**config.mk**
```make
export PLATFORM = sky130hd
export DESIGN_NAME = bram_fifo_ctl
export DESIGN_NICKNAME = d
export VERILOG_FILES = /design/src/rtl/bram_fifo_ctl.sv
export SDC_FILE = /design/constraint.sdc
export NUM_CORES = 1
export LEC_CHECK = 0
export CAP_MARGIN = 15
export CORE_AREA = 3 3 59 61
export DETAILED_ROUTE_END_ITERATION = 8
export DIE_AREA = 0 0 62 64
export GPL_TIMING_DRIVEN = 0
export PLACE_DENSITY = 0.82
export SETUP_SLACK_MARGIN = 0.3
export SLEW_MARGIN = 10
export SYNTH_ARGS = -nofsm -noshare
export SYNTH_HDL_FRONTEND = slang
export SYNTH_SLANG_ARGS = --single-unit
```
**constraint.sdc**
```tcl
create_clock -name clk -period 8.4 [get_ports clk]
set_input_delay 1.68 -clock clk [delete_from_list [all_inputs] [get_ports clk]]
set_output_delay 1.68 -clock clk [all_outputs]
set_load 0.01 [all_outputs]
```
**src/rtl/bram_fifo_ctl.sv**
```systemverilog
// bram_fifo_ctl: sequencing controller that wraps a simple dual-port block RAM
// with a registered, clock-enabled read port into a first-word-fall-through
// FIFO. The RAM output register doubles as the FIFO head, so the FIFO holds
// up to DEPTH words in RAM plus one word parked in the output register.
module bram_fifo_ctl #(
  parameter int ADDRESSWIDTH = 6,
  parameter int BITWIDTH     = 1,
  parameter int DEPTH        = 34,
  parameter int AFULL_THRESH = 30
) (
  input  logic                    clk,
  input  logic                    reset_n,
  input  logic                    flush,
  input  logic                    wr_valid,
  output logic                    wr_ready,
  input  logic [BITWIDTH-1:0]     wr_data,
  output logic                    wr_afull,
  output logic                    rd_valid,
  input  logic                    rd_ready,
  output logic [BITWIDTH-1:0]     rd_data,
  output logic [ADDRESSWIDTH:0]   level,
  output logic [ADDRESSWIDTH-1:0] ram_a,
  output logic [BITWIDTH-1:0]     ram_din,
  output logic                    ram_we,
  output logic [ADDRESSWIDTH-1:0] ram_dpra,
  output logic                    ram_qdpo_ce,
  input  logic [BITWIDTH-1:0]     ram_qdpo
);

  localparam logic [ADDRESSWIDTH:0]   L_DEPTH = (ADDRESSWIDTH+1)'(DEPTH);
  localparam logic [ADDRESSWIDTH-1:0] L_LAST  = ADDRESSWIDTH'(DEPTH-1);
  localparam logic [ADDRESSWIDTH:0]   L_AFULL = (ADDRESSWIDTH+1)'(AFULL_THRESH);

  logic [ADDRESSWIDTH-1:0] r_wr_ptr, r_rd_ptr;
  logic [ADDRESSWIDTH:0]   r_ram_cnt;
  logic                    r_rd_valid;

  logic w_push, w_pop;
  logic [ADDRESSWIDTH-1:0] w_wr_ptr_nxt, w_rd_ptr_nxt;

  // Handshakes. A pop only sees words counted on earlier edges, so the read
  // address never equals the address being written in the same cycle.
  // The push is masked while reset is held so the RAM is never written then.
  always_comb begin
    wr_ready     = (r_ram_cnt != L_DEPTH) && !flush;
    w_push       = wr_valid && wr_ready && reset_n;
    w_pop        = (r_ram_cnt != '0) && (!r_rd_valid || rd_ready) && !flush;
    w_wr_ptr_nxt = (r_wr_ptr == L_LAST) ? '0 : r_wr_ptr + 1'b1;
    w_rd_ptr_nxt = (r_rd_ptr == L_LAST) ? '0 : r_rd_ptr + 1'b1;
  end

  // RAM-facing signals and status outputs, all derived from registered state.
  always_comb begin
    ram_a       = r_wr_ptr;
    ram_din     = wr_data;
    ram_we      = w_push;
    ram_dpra    = r_rd_ptr;
    ram_qdpo_ce = w_pop;
    rd_valid    = r_rd_valid;
    rd_data     = r_rd_valid ? ram_qdpo : '0;
    level       = r_ram_cnt + {{ADDRESSWIDTH{1'b0}}, r_rd_valid};
    wr_afull    = (level >= L_AFULL);
  end

  // Pointer, occupancy and head-valid state; flush clears everything.
  always_ff @(posedge clk or negedge reset_n) begin
    if (!reset_n) begin
      r_wr_ptr   <= '0;
      r_rd_ptr   <= '0;
      r_ram_cnt  <= '0;
      r_rd_valid <= 1'b0;
    end else if (flush) begin
      r_wr_ptr   <= '0;
      r_rd_ptr   <= '0;
      r_ram_cnt  <= '0;
      r_rd_valid <= 1'b0;
    end else begin
      if (w_push) r_wr_ptr <= w_wr_ptr_nxt;
      if (w_pop)  r_rd_ptr <= w_rd_ptr_nxt;
      case ({w_push, w_pop})
        2'b10:   r_ram_cnt <= r_ram_cnt + 1'b1;
        2'b01:   r_ram_cnt <= r_ram_cnt - 1'b1;
        default: r_ram_cnt <= r_ram_cnt;
      endcase
      if (w_pop)         r_rd_valid <= 1'b1;
      else if (rd_ready) r_rd_valid <= 1'b0;
    end
  end

endmodule
```
==> results.md, run 1 <==
- Setup Crit Path Kind: input pin to primary output
- Per-cell routed wire length: 12.9 um
- Setup TNS: 0 ns
- Residual DRC count: 0
- Slowest stage cell, crit path: clkdlybuf4s50_1
- Die width: 62 um
- Synth area leaders: dfrtp_1 34%, ha_1 9.4%, xnor2_1 5.4%, nand2_1 4.9%, nor2_1 4.3%
- #FFs+latches synth: 20
- CTS tree: built
- CP arrival: 4.27 ns
- Vias in the first global route: 1198
- Pint: 288 uW
- Minimum clock period: 5.95 ns
- Psw: 193 uW
- Syn. warnings: 0
- Max clock buf depth: 2
- Worst skew pair latency: 0.31 ns
- Synth Cell Area: 1470 sq um
- Initial Util: 0.486
- Commonest cells post-synth: 20 x dfrtp_1, 19 x nand2_1, 17 x nor2_1
- Cell area power density: 255 nW/um^2
- DRT Pass-1 Iters: 4
- Nets: 225
- Slew HR: 0.313
- Final Slew Violations: 0
- Mapped Avg Cell Area: 8.65 sq um
- Clock-pin transition on the worst setup and hold timing paths: 0.12 ns
- Synthesis-to-finish area growth: 28.4%
- Setup violators final: 0
- Most used DFF post-synth: dfrtp_1
- Final WL: 3.20 mm
- Worst Path Required: 6.72 ns
- Hold buffer count at CTS: 0
- Clk network pwr share: 0.169
- Total gr overflow: 0
- Core ar.: 3030 sq um
- I/O pin count: 33
- Net Sw Frac: 0.402
- Post-CTS Setup Inserts: 0
- Via count: 1333
- Critical-path maximum fanout: 23
- Gate power share: 0.553
- Gate Count Post-Synth: 170
- 1st-iter DRT viols: 61
- Vias/cell: 5.35
- Period utilization: 0.708
- Most frequent cell after synthesis: dfrtp_1
- Peak Freq: 168 MHz
- Layout cells sized above 1: 0.0732
- Area of the multi-input gates: 912 sq um
- PortBufs: 31
- Worst vdd ir: 0.0000966 V
- RSZ-0062 raised after global routing: false
- Largest area contributor in the netlist: dfrtp_1
- Top cell by count, worst path: clkdlybuf4s50_1
- Synth top area share: 0.340
- GPL Wtd Cong: 0.807
- Clock Skews: 0.00285 ns
- Fill count: 261
- Die area: 3970 sq um
- Number of synthesized flops with an enable pin: 0
- Hpwl dp: 2.41 mm
- CP max stage delay: 1.15 ns
- Min-Delay Path Class: flop to flop
- Gr usage total: 0.180
- Sequential Area: 500 sq um
- Final Hold Viols: 0
- Post-Layout Cell Count: 249
- Clk sinks: 20
- CTS H-tree depth: 1
- Worst setup SP type: input pin
- Lkg Pwr: 0.779 nW
- Pre-CTS setup slack: 2.44 ns
- Placed cell areas: 1840 sq um
- First-pass GRT wire length: 5.40 mm
- CTS buffer count: 3
- Die Ht: 64 um
- Sequential area share after synthesis: 0.340
- CP endpoint kind: primary output
- Post-Place Cells: 245
- Pin count of the biggest net entering global routing: 24
- Final WS setup: 2.45 ns
- Crit path buf inv count: 2
- Post-CTS sizing: 0
- Crit path cell chain: clkdlybuf4s50_1 -> nand2_1 -> a31oi_1 -> and2_1 -> clkdlybuf4s50_1
- Design Area, Final: 1890 sq um
- Cell family with the largest share of critical-path delay: buffers and inverters
- Synth Net Count: 189
- Register share of total power: 0.277
- Status: finished, final reports clean
- Max Cap Viol: 0
- Clock root buffer master: clkbuf_4
- Routed Antenna Nets: 0
- Cell row count: 20
- Number of antenna diodes: 0
- Initial antenna violation count: 0
- Count of different cell masters after synthesis: 42
- Ys async rst share: 1.00
- Least-Margin Pin Slew: 1.03 ns
cell families (layout without fill, tap and decap cells):
logic type | count (synthesis) | after routing | synth area share
flip-flops | 20 | 20 | 0.340
multiplexers | 4 | 4 | 0.0272
AO/OA/AOI/OAI | 35 | 35 | 0.165
buffers and inverters | 14 | 49 | 0.0391
XOR/XNOR | 15 | 15 | 0.0894
AND/OR/NAND/NOR | 70 | 70 | 0.232
adder cells (fa/ha/maj) | 12 | 12 | 0.107
tightest hold or removal path, delay by kind of cell (launching register included):
| family | cells | cell delay, ns |
|---|---|---|
| flip-flops | 1 | 0.42 |
| AND/OR/NAND/NOR | 1 | 0.06 |
| AO/OA/AOI/OAI | 1 | 0.07 |
cells in the final DEF (no fill, tap or decap), types with 3 or more instances in the layout:
cell type,instances
ha_1,11
clkbuf_1,3
nand2_1,19
xor2_1,6
o31ai_1,3
nor3_1,4
mux2i_1,4
and2_1,3
a31oi_1,3
clkbuf_4,3
dfrtp_1,20
a21oi_1,6
xnor2_1,9
inv_1,9
o21ai_0,11
nand3_1,11
clkdlybuf4s50_1,31
nor2_1,17
nor2b_1,3
stage by stage:
step | utilization | total power, mW | hold WS (ns)
final | 0.624 | 0.481 | 0.578
after CTS | 0.624 | 0.482 | 0.583
after floorplan | - | 0.313 | 0.566
after global routing | 0.624 | 0.521 | 0.621
after global placement | 0.606 | 0.391 | 0.541
after detailed placement | 0.606 | 0.399 | 0.554
path summary, 6_finish.rpt:
kind,to,depth (start not counted),slack (ns),start
worst max-delay path,ram_we,5,2.45,reset_n
worst min-delay path,ram_a[5],2,0.58,ram_a[5]
worst max register to register,r_ram_cnt[6],11,5.01,r_ram_cnt[2]
worst min register to register,ram_a[5],2,0.58,ram_a[5]
max in group asynchronous,r_ram_cnt[5],1,5.87,reset_n
min in group asynchronous,ram_a[4],1,1.91,reset_n
power by group through the flow:
stage	logic, mW	clock network (mW)	registers, mW
2_1_floorplan	0.181	0	0.132
3_3_place_gp	0.257	0	0.134
3_5_place_dp	0.264	0	0.135
4_1_cts	0.266	0.0835	0.133
5_1_grt	0.298	0.0874	0.136
6_report	0.266	0.0815	0.133
routing by layer:
metal	vias up	wire (um)	track usage
li1	665	-	-
met1	629	1520	0.245
met2	34	1490	0.284
met3	5	120	0.0121
met4	0	69	0.0796
met5	-	0	0
registers in the layout, summed over array words and instances (netlist names):
signal and flops:
ram_a 6, ram_dpra 6, r_ram_cnt 7, rd_valid 1
final cells by class:
class / instances / area share
Multi-Input combinational cell: 136 / 0.483
Sequential cell: 20 / 0.265
Timing Repair Buffer: 31 / 0.164
Tap cell: 44 / 0.0292
Inverter: 9 / 0.0179
Clock inverter: 1 / 0.0159
Buffer: 5 / 0.0126
Clock buffer: 3 / 0.0119
Power figures use the tool's default switching activity.
==> run 2, diff against run 1 <==
--- a/config.mk
+++ b/config.mk
@@ -6,11 +6,11 @@
 export NUM_CORES = 1
 export LEC_CHECK = 0
 export CAP_MARGIN = 15
-export CORE_AREA = 3 3 59 61
+export CORE_AREA = 3 3 62 64
 export DETAILED_ROUTE_END_ITERATION = 8
-export DIE_AREA = 0 0 62 64
+export DIE_AREA = 0 0 65 67
 export GPL_TIMING_DRIVEN = 0
-export PLACE_DENSITY = 0.82
+export PLACE_DENSITY = 0.79
 export SETUP_SLACK_MARGIN = 0.3
 export SLEW_MARGIN = 10
 export SYNTH_ARGS = -nofsm -noshare
==> constraint.sdc (replaced) <==
create_clock -name clk -period 5.2 [get_ports clk]
set_input_delay 1.04 -clock clk [delete_from_list [all_inputs] [get_ports clk]]
set_output_delay 1.04 -clock clk [all_outputs]
set_load 0.01 [all_outputs]
==> run 2 against run 1 <==
Effect of this change:
- sequential share of layout area about the same
- clock skew increased by 0.0051 ns
- global-route usage decreased by 1.5 points
- count of clock-buffer cells in the layout unchanged
- worst setup slack got worse by 1.8 ns
- wire length increased by 0.44%
- critical path type unchanged
- critical endpoint unchanged
- largest cell class unchanged
==> results.md, run 2 (synthesized netlist as in run 1, its figures left out) <==
- Status: finished, final reports clean
- Design Area, Final: 1890 sq um
- Final Hold Viols: 0
- Worst setup SP type: input pin
- Top reg by flops: r_ram_cnt
- Post-Place Cells: 247
- Slew HR: 0.332
- Clk sinks: 20
- Worst vdd ir: 0.000213 V
- R2r setup slk: 1.83 ns
- GPL Wtd Cong: 0.783
- Worst Path Required: 4.16 ns
- Met2 Routed Length: 1.61 mm
- RSZ-0062 raised after global routing: false
- Number of antenna diodes: 0
- Cell family with the largest share of critical-path delay: buffers and inverters
- Initial Util: 0.441
- CTS H-tree depth: 1
- Post-CTS sizing: 0
- CTS tree: built
- Post-CTS Setup Inserts: 0
- Number of flip-flops in the largest register: 7
- Total gr overflow: 0
- Routed Antenna Nets: 0
- WP depth: 5
- Pre-CTS setup slack: 0.532 ns
- DRT Pass-1 Iters: 4
- Worst r2r path cells: 11
- CP max stage delay: 1.13 ns
- Clock Skews: 0.00798 ns
- Final Slew Violations: 0
- CTS buffer count: 3
- Highest metal used: met4
- Clock root buffer master: clkbuf_4
- Hpwl dp: 2.49 mm
- Met3 WL post-DR: 123 um
- Critical-path maximum fanout: 23
- Placed cell areas: 1840 sq um
- Residual DRC count: 0
- First-pass GRT wire length: 5.70 mm
- PortBufs: 31
- Worst skew pair latency: 0.30 ns
- Crit path cell chain: clkdlybuf4s50_1 -> nand2_1 -> a31oi_1 -> and2_1 -> clkdlybuf4s50_1
- Most common cell after layout, fill and taps aside: clkdlybuf4s50_1
- Cell area power density: 407 nW/um^2
- Final WS setup: 0.611 ns
- Per-cell routed wire length: 12.8 um
- Worst r2r dst: r_ram_cnt[6]
- Vias in the first global route: 1321
- Layout cells sized above 1: 0.0732
- Top cell by count, worst path: clkdlybuf4s50_1
- Worst setup path end: ram_we
- CP endpoint kind: primary output
- Minimum clock period: 4.59 ns
- Initial antenna violation count: 0
- Crit path from: reset_n
- Nets: 225
- Pin count of the biggest net entering global routing: 24
- Crit path buf inv count: 2
- Post-Layout Cell Count: 251
- Vias/cell: 5.25
- 1st-iter DRT viols: 96
- Setup TNS: 0 ns
- Gr usage total: 0.165
- Peak Freq: 218 MHz
- Critical R2R Launch: r_ram_cnt[2]
- Max Cap Viol: 0
- M1 WL: 1.46 mm
- Most frequent cells in the layout: 31 x clkdlybuf4s50_1, 20 x dfrtp_1, 19 x nand2_1
- Least-Margin Pin Slew: 0.998 ns
- Setup violators final: 0
- Period utilization: 0.882
- Final WL: 3.22 mm
- Lkg Pwr: 0.779 nW
- Setup Crit Path Kind: input pin to primary output
- Core ar.: 3340 sq um
- I/O pin count: 33
- Max clock buf depth: 2
- Min-Delay Path Class: flop to flop
- CP arrival: 3.55 ns
- Hold buffer count at CTS: 0
- Via count: 1319
- Die area: 4360 sq um
- Die Ht: 67 um
- Synthesis-to-finish area growth: 28.6%
- Clock-pin transition on the worst setup and hold timing paths: 0.12 ns
- Slowest stage cell, crit path: clkdlybuf4s50_1
- Cell row count: 21
- Die width: 65 um
-- run 2: cell counts in the layout (fill, tap and decap cells not counted) --
No cell type changed its count.
-- run 2: worst min-delay path by stage --
stage / cells after the start / to / slack [ns] / from
4_1_cts: 1 / ram_dpra[3] / 0.57 / ram_dpra[3]
2_1_floorplan: 2 / ram_dpra[5] / 0.57 / ram_dpra[5]
3_3_place_gp: 2 / ram_dpra[5] / 0.54 / ram_dpra[5]
6_report: 2 / ram_dpra[5] / 0.57 / ram_dpra[5]
3_5_place_dp: 2 / ram_dpra[5] / 0.55 / ram_dpra[5]
5_1_grt: 1 / ram_a[3] / 0.60 / ram_a[3]
-- run 2: routing by layer --
layer  track usage  vias to the layer above
met5             0                        -
met4        0.0449                        0
met3        0.0185                        2
met2         0.287                       26
met1         0.215                      619
li1              -                      672
-- run 2: final cells by class --
type	count	area [sq um]
plain buffers	5	23.8
clock inverters	1	30.0
well taps	46	57.6
fillers	315	1450
inverters	9	33.8
repair buffers	31	310
clock buffers	3	22.5
multi-input cells	136	912
flip-flops and latches	20	500
-- run 2: power by group --
part	internal [mW]	total, mW	switching, mW
registers	0.179	0.215	0.0357
clock network	0.0778	0.128	0.0505
logic	0.207	0.427	0.220
-- run 2: per-stage QoR --
| step | hold slack (ns) | util | total power [mW] |
|---|---|---|---|
| floorplan | 0.566 | - | 0.505 |
| global placement | 0.539 | 0.551 | 0.634 |
| detailed placement | 0.546 | 0.551 | 0.645 |
| CTS | 0.575 | 0.567 | 0.779 |
| global route | 0.604 | 0.567 | 0.832 |
| finish | 0.567 | 0.567 | 0.770 |
-- run 2: worst register-to-register path, cell delays in order, from the launching register on --
cell and delay, ns:
dfrtp_1 0.48, or4_4 0.61, o311a_1 0.35, o22ai_4 0.31
inv_1 0.10, fa_1 0.41, nor2b_1 0.18, o31a_1 0.17
o22ai_1 0.09, xor2_1 0.15, or3_1 0.31, a21oi_1 0.14
==> run 3, diff against run 2 <==
--- a/config.mk
+++ b/config.mk
@@ -9,7 +9,6 @@
 export CORE_AREA = 3 3 62 64
 export DETAILED_ROUTE_END_ITERATION = 8
 export DIE_AREA = 0 0 65 67
-export GPL_TIMING_DRIVEN = 0
 export PLACE_DENSITY = 0.79
 export SETUP_SLACK_MARGIN = 0.3
 export SLEW_MARGIN = 10
==> run 3 against run 2 <==
Effect of this change:
- die area did not move
- via count fell by 1.7%
- sequential cell count did not move
- first-iteration DRC count fell by 2.1%
- register-to-register slack improved by 0.04 ns
- maximum frequency rose by 20%
- combinational power fell by 3%
- highest routed layer unchanged
- wire length fell by 1.6%
- hold slack got worse by 0.0057 ns
- non-clock buffer count fell by 5
- global-route usage fell by 0.45 points
==> results.md, run 3 (synthesized netlist as in run 1, its figures left out) <==
- Status: finished, final reports clean
- Residual DRC count: 0
- Cell area power density: 412 nW/um^2
- Final Slew Violations: 0
- Slew HR: 0.482
- Worst setup SP type: input pin
- Min-Delay Path Class: flop to flop
- CTS H-tree depth: 1
- Nets: 220
- Vias/cell: 5.27
- Initial antenna violation count: 0
- Cell family with the largest share of critical-path delay: buffers and inverters
- Hpwl dp: 2.37 mm
- Critical-path maximum fanout: 6
- CP arrival: 2.79 ns
- First-pass GRT wire length: 5.51 mm
- Pre-CTS setup slack: 1.24 ns
- Vias in the first global route: 1187
- Final WL: 3.16 mm
- Worst vdd ir: 0.000249 V
- Clock-pin transition on the worst setup and hold timing paths: 0.11 ns
- Peak Freq: 261 MHz
- Total gr overflow: 0
- CTS buffer count: 3
- Max clock buf depth: 2
- Top cell by count, worst path: clkdlybuf4s50_1
- PortBufs: 30
- Top reg by flops: r_ram_cnt
- Post-Layout Cell Count: 246
- RSZ-0062 raised after global routing: false
- Most frequent cells in the layout: 30 x clkdlybuf4s50_1, 20 x dfrtp_1, 19 x nand2_1
- Initial Util: 0.441
- DRT Pass-1 Iters: 4
- Clock Skews: 0.00487 ns
- Pin count of the biggest net entering global routing: 20
- Sequential Area: 500 sq um
- Period utilization: 0.736
- Setup Crit Path Kind: input pin to primary output
- Routed Antenna Nets: 0
- Cell row count: 21
- Least-Margin Pin Slew: 0.770 ns
- Most common cell after layout, fill and taps aside: clkdlybuf4s50_1
- Hold slack: 0.561 ns
- Post-CTS Setup Inserts: 0
- Clk sinks: 20
- Die area: 4360 sq um
- Fill count: 323
- Layout cells sized above 1: 0.0700
- Overall power: 768 uW
- CTS tree: built
- Die width: 65 um
- Worst skew pair latency: 0.31 ns
- Die Ht: 67 um
- Hold buffer count at CTS: 0
- Synthesis-to-finish area growth: 26.8%
- GPL Wtd Cong: 0.846
- Slowest stage cell, crit path: clkdlybuf4s50_1
- CP endpoint kind: primary output
- Minimum clock period: 3.83 ns
- Max Cap Viol: 0
- Final WS setup: 1.37 ns
- Final Hold Viols: 0
- Via count: 1297
- Number of antenna diodes: 0
- Clock root buffer master: clkbuf_4
- CP max stage delay: 0.56 ns
- Area of the multi-input gates: 912 sq um
- Crit path buf inv count: 2
- Crit path cell chain: clkdlybuf4s50_1 -> nand2_1 -> a31oi_1 -> and2_1 -> clkdlybuf4s50_1
- Post-CTS sizing: 0
- Per-cell routed wire length: 12.9 um
- Core ar.: 3340 sq um
- Worst Path Required: 4.16 ns
- Setup violators final: 0
- Lkg Pwr: 0.768 nW
- 1st-iter DRT viols: 94
- I/O pin count: 33
- Post-Place Cells: 242
- Setup TNS: 0 ns
- Number of flip-flops in the largest register: 7
- Gr usage total: 0.160
[run 3: area by class of cell]
| cell class | count | share of cell area |
|---|---|---|
| inverters | 9 | 0.0181 |
| flip-flops and latches | 20 | 0.268 |
| multi-input cells | 136 | 0.489 |
| well taps | 46 | 0.0309 |
| repair buffers | 31 | 0.165 |
| clock inverters | 1 | 0.0161 |
| clock buffers | 3 | 0.0121 |
[run 3: stage by stage]
step | utilization | cell area, sq um
final | 0.559 | 1860
after global routing | 0.559 | 1860
after CTS | 0.559 | 1860
after detailed placement | 0.543 | 1810
after global placement | 0.543 | 1810
after floorplan | - | 1470
[run 3: worst paths after layout]
kind / start / slack (ns) / to / cells past startpoint
max: reset_n / 1.37 / ram_we / 5
min: ram_dpra[3] / 0.56 / ram_dpra[3] / 1
max reg2reg: r_ram_cnt[2] / 1.87 / r_ram_cnt[6] / 11
min reg2reg: ram_dpra[3] / 0.56 / ram_dpra[3] / 1
max in group asynchronous: reset_n / 3.81 / r_ram_cnt[0] / 2
min in group asynchronous: reset_n / 0.91 / r_ram_cnt[6] / 1
[run 3: worst register-to-register path: stages, from the launching register on]
cell and delay [ns]:
dfrtp_1 0.49, or4_4 0.60, o311a_1 0.35, o22ai_4 0.29
inv_1 0.09, fa_1 0.41, nor2b_1 0.15, o31a_1 0.17
o22ai_1 0.10, xor2_1 0.15, or3_1 0.31, a21oi_1 0.14
[run 3: routing by layer]
layer	wire [um]	GRT usage	up-vias
li1	-	-	657
met2	1490	0.254	31
met5	0	0	-
met4	33	0.0501	0
met1	1500	0.220	603
met3	136	0.0287	6
[run 3: report_power, final]
part / switching (mW) / internal [mW]
logic: 0.213 / 0.203
registers: 0.0435 / 0.179
clock network: 0.0516 / 0.0780
total: 0.309 / 0.460
